<file path="src/rtl/mem_rd_arbiter.sv">
// Round-robin arbiter sharing one registered-read memory port between reqNum requesters.
// Optional same-cycle write-to-read forwarding enabled by defining MEM_ARB_RAW_BYPASS_EN.
module mem_rd_arbiter #(
  parameter  int reqNum      = 4,
  parameter  int elementsNum = 4,
  parameter  int dataWidth   = 4,
  localparam int AW          = $clog2(elementsNum),
  localparam int IW          = $clog2(reqNum)
) (
  input  logic                 clk,
  input  logic                 rst_n,
  input  logic [reqNum-1:0]    req,
  input  logic [reqNum*AW-1:0] req_addr,
  output logic [reqNum-1:0]    gnt,
  input  logic                 wr_en,
  input  logic [AW-1:0]        wr_addr,
  input  logic [dataWidth-1:0] wr_data,
  output logic                 mem_we,
  output logic [AW-1:0]        mem_wraddr,
  output logic [dataWidth-1:0] mem_wrdata,
  output logic [AW-1:0]        mem_rdaddr,
  input  logic [dataWidth-1:0] mem_rddata,
  output logic                 rsp_valid,
  output logic [IW-1:0]        rsp_id,
  output logic [dataWidth-1:0] rsp_data
);

  logic [IW-1:0]     r_ptr;
  logic              r_vld;
  logic [IW-1:0]     r_id;
  logic              w_any;
  logic [IW-1:0]     w_win;
  logic [IW:0]       w_idx;
  logic [reqNum-1:0] w_gnt;
  logic [AW-1:0]     w_rdaddr;

  // Walk requesters starting at r_ptr; the extra index bit absorbs the wrap before the modulo.
  always_comb begin
    w_any = 1'b0;
    w_win = '0;
    w_idx = '0;
    for (int k = 0; k < reqNum; k++) begin
      w_idx = {1'b0, r_ptr} + (IW+1)'(k);
      if (w_idx >= (IW+1)'(reqNum)) w_idx = w_idx - (IW+1)'(reqNum);
      if (!w_any && req[w_idx[IW-1:0]]) begin
        w_any = 1'b1;
        w_win = w_idx[IW-1:0];
      end
    end
    if (!rst_n) w_any = 1'b0;
  end

  always_comb begin
    w_gnt    = '0;
    w_rdaddr = '0;
    if (w_any) begin
      w_gnt[w_win] = 1'b1;
      w_rdaddr     = req_addr[int'(w_win)*AW +: AW];
    end
  end

  always_ff @(posedge clk or negedge rst_n) begin
    if (!rst_n) begin
      r_ptr <= '0;
      r_vld <= 1'b0;
      r_id  <= '0;
    end else begin
      r_vld <= w_any;
      if (w_any) begin
        r_ptr <= (w_win == IW'(reqNum-1)) ? '0 : w_win + 1'b1;
        r_id  <= w_win;
      end
    end
  end

`ifdef MEM_ARB_RAW_BYPASS_EN
  logic                 r_byp_vld;
  logic [dataWidth-1:0] r_byp_q;
  logic                 w_raw_hit;

  assign w_raw_hit = w_any && wr_en && (wr_addr == w_rdaddr);

  // Capture the colliding write so the response sees NEW data instead of the memory's OLD word.
  always_ff @(posedge clk or negedge rst_n) begin
    if (!rst_n) begin
      r_byp_vld <= 1'b0;
      r_byp_q   <= '0;
    end else begin
      r_byp_vld <= w_raw_hit;
      if (w_raw_hit) r_byp_q <= wr_data;
    end
  end

  assign rsp_data = r_byp_vld ? r_byp_q : mem_rddata;
`else
  assign rsp_data = mem_rddata;
`endif

  assign gnt        = w_gnt;
  assign mem_rdaddr = w_rdaddr;
  assign mem_we     = wr_en;
  assign mem_wraddr = wr_addr;
  assign mem_wrdata = wr_data;
  assign rsp_valid  = r_vld;
  assign rsp_id     = r_id;

endmodule

</file>
<file path="config.mk">
export PLATFORM = sky130hd
export DESIGN_NAME = mem_rd_arbiter
export DESIGN_NICKNAME = d
export VERILOG_FILES = /design/src/rtl/mem_rd_arbiter.sv
export SDC_FILE = /design/constraint.sdc
export NUM_CORES = 1
export LEC_CHECK = 0
export CAP_MARGIN = 20
export CORE_ASPECT_RATIO = 0.8
export CORE_UTILIZATION = 35
export DETAILED_ROUTE_END_ITERATION = 6
export PLACE_DENSITY = 0.84
export SYNTH_ARGS = -nofsm -noshare
export SYNTH_HDL_FRONTEND = slang
export SYNTH_SLANG_ARGS = --single-unit
</file>
<file path="constraint.sdc">
create_clock -name clk -period 3.2 [get_ports clk]
set_input_delay 0.48 -clock clk [delete_from_list [all_inputs] [get_ports clk]]
set_output_delay 0.48 -clock clk [all_outputs]
set_load 0.02 [all_outputs]
</file>
==> impl_metrics.csv <==
group,metric,value,unit
worst_hold_path,min_path_cells,2,
critical_path,r2r_start,"r_ptr[1]$_DFFE_PN0P_",
global_routing,track_usage,0.1723,
cts,cts_root_buffer,"clkbuf_4",
critical_path,arrival,2.60,ns
cts,cts_tree,"built",
detailed_routing,drtPass1Iterations,4,
sta,fin_hold_ws,0.4818,ns
placement,place_area,788.3,um2
sta,hold_viol,0,
floorplanning,die_w,47.19,um
final_layout,insertedDiodeCount,0,
final_layout,instances_no_fill,108,
placement,gp_congestion,0.7801,
sta,worstMarginPinSlew,0.3932,ns
global_routing,grt_pass1_vias,489,
yosys,synth_cell_types,23,
yosys,synth_seq_cells,5,
floorplanning,die-area,1800,um2
detailed_routing,vias,502,
cts,cts_setup_buffers,0,
cts,clkSinkCount,5,
detailed_routing,initialDrtViolationCount,7,
yosys,synth_top_area_share,0.2188,
final_layout,nNetsFinal,117,
yosys,synthCells,65,
floorplanning,rows,12,
placement,post-dp-hpwl,989.1,um
yosys,syn_area,571.8,um2
final_layout,drive_above_1_share,0.1839,
critical_path,ff2ff_setup_slack,1.51,ns
worst_hold_path,min_path_type,"reg -> reg",
floorplanning,fp.dieH,38.15,um
critical_path,crit_type,"in -> out",
sta,fin_crit_sh,0.9635,
yosys,synthTopCellsByArea,"dfrtp_1 22%, buf_4 16%, ha_1 8.8%",
final_layout,fin_area,833.3,um2
cts,cts_buffers,3,
cts,insertion_delay,0.24,ns
final_layout,area_growth,45.73,%
outcome,status,"complete, no violations",
detailed_routing,route.detailed.drc,0,
global_routing,grt_max_degree,10,
critical_path,r2r_end,"r_ptr[1]$_DFFE_PN0P_",
sta,relSlewSlack,0.7371,
sta,rsz0062_at_grt,"no",
global_routing,grt_first_pass_wirelength,2104,um
sta,fin_worst_skew,0.002236,ns
yosys,ys_warn_count,0,
pwr,p_leak,0.4104,nW
yosys,syn_avg_cell_area,8.797,um2
global_routing,antenna_found_initial,0,
sta,fin_crit,3.083,ns
sta,setup_tns,0,ns
global_routing,globalRouteOverflowTotal,0,
sta,fmaxAchievable,324.4,MHz
placement,io_buffers,22,
floorplanning,boundaryPins,45,
detailed_routing,finalWirelength,1239,um
cts,htreeDepth,1,
yosys,yosysTopAreaCell,"dfrtp_1",
sta,setup_violations,0,
yosys,synth_nets,94,
pwr,peakVddDrop,393.7,uV
placement,dp_slack,0.04168,ns
detailed_routing,vias_per_cell,4.648,
critical_path,startpoint,"req[2]",
yosys,seq_area_frac_synth,0.2188,
critical_path,end_kind,"primary output",
critical_path,crit_end,"gnt[1]",
run,cap_viol_max_count,0,
critical_path,cp.required,2.72,ns
pwr,p_per_area,586.0,nW/um2
cts,path_clk_slew,0.04,ns
sta,report.final.slew_viol_count,0,
critical_path,reg2regPathDepth,6,
sta,postLayoutSetupSlackWorst,0.1169,ns
floorplanning,core_area,1456,um2
cts,cts_buffer_depth,2,
critical_path,path_max_fanout,5,
floorplanning,start_util,0.3926,
placement,dp.cells,104,
critical_path,startpoint_type,"input pin",
detailed_routing,routedWlPerCell,11.47,um
detailed_routing,antenna_left,0,
==> routing by layer <==
layer | vias up | wire [um] | track usage
met5 | - | 0 | 0
met4 | 0 | 0 | 0.09286
met3 | 0 | 80 | 0.03302
met2 | 13 | 581 | 0.2778
met1 | 231 | 577 | 0.2145
li1 | 258 | - | -
==> synth_stat cells (all sizes together) <==
master and instances:
a211oi 1, and2 4, o41ai 1, a22o 1
or2b 1, a221oi 1, buf 12, dfrtp 5
nand2b 1, ha 4, o21ai 2, a21o 1
nand2 11, and3b 1, a21oi 3, nor2 3
o221ai 1, o22ai 2, nand3b 1, inv 3
mux2i 5, o21a 1
==> power by group <==
part | total (mW) | switching, mW | internal [mW]
combinational | 0.300 | 0.146 | 0.154
sequential | 0.119 | 0.0338 | 0.0848
clock | 0.0696 | 0.0227 | 0.0469
==> how the worst min path moves through the flow <==
stage                           from                    end  slack [ns]
2_1_floorplan                  rst_n   r_ptr[0]$_DFFE_PN0P_        0.18
3_3_place_gp   rsp_id[1]$_DFFE_PN0P_  rsp_id[1]$_DFFE_PN0P_        0.46
3_5_place_dp   rsp_id[1]$_DFFE_PN0P_  rsp_id[1]$_DFFE_PN0P_        0.47
4_1_cts        rsp_id[1]$_DFFE_PN0P_  rsp_id[1]$_DFFE_PN0P_        0.48
5_1_grt        rsp_id[1]$_DFFE_PN0P_  rsp_id[1]$_DFFE_PN0P_        0.54
6_report       rsp_id[1]$_DFFE_PN0P_  rsp_id[1]$_DFFE_PN0P_        0.48
==> metrics by stage <==
stage	util	total power, mW
2_1_floorplan	-	0.3149
3_3_place_gp	0.5412	0.4045
3_5_place_dp	0.5412	0.4088
4_1_cts	0.5593	0.4846
5_1_grt	0.5722	0.5297
6_report	0.5722	0.4883
==> registers in the layout, summed over array words and instances (netlist names) <==
register,cells
rsp_valid,1
r_ptr,2
rsp_id,2
==> critical path: stages <==
cell	delay [ns]
clkdlybuf4s50_1	0.47
or2b_2	0.30
a21oi_1	0.25
a211oi_4	0.08
buf_4	0.18
ha_1	0.18
and2_1	0.13
clkdlybuf4s50_1	0.53
==> logic make-up (layout without fill, tap and decap cells) <==
group	after synthesis	after routing	synth area share
compound gates	14	14	0.2320
mux	5	5	0.09409
simple gates	22	22	0.1904
fa+ha+maj	4	4	0.08753
buf+inv	15	37	0.1772
flops	5	5	0.2188
==> placed cells by master, fill, tap and decap left out, types with 2 or more instances in the layout <==
master,n
a21oi_1,3
and2_1,4
buf_4,8
clkbuf_4,3
clkdlybuf4s50_1,19
dfrtp_1,5
dlymetal6s2s_1,3
ha_1,4
inv_1,3
mux2i_1,4
nand2_1,11
nor2_1,3
o21ai_0,2
o22ai_1,2
==> cell type report <==
class                   count  area, um2
multi-input cells          45      356.6
repair buffers             30      287.8
flip-flops and latches      5      125.1
well taps                  21      26.28
fillers                   141      623.1
inverters                   3      11.26
clock buffers               4      26.28
==> timing repair <==
item | in CTS | in global routing
resized for setup | 0 | 4
hold buffers | 0 | 0
endpoints found under the setup margin | 0 | 6
No activity file was read; power rests on OpenSTA's default activity.
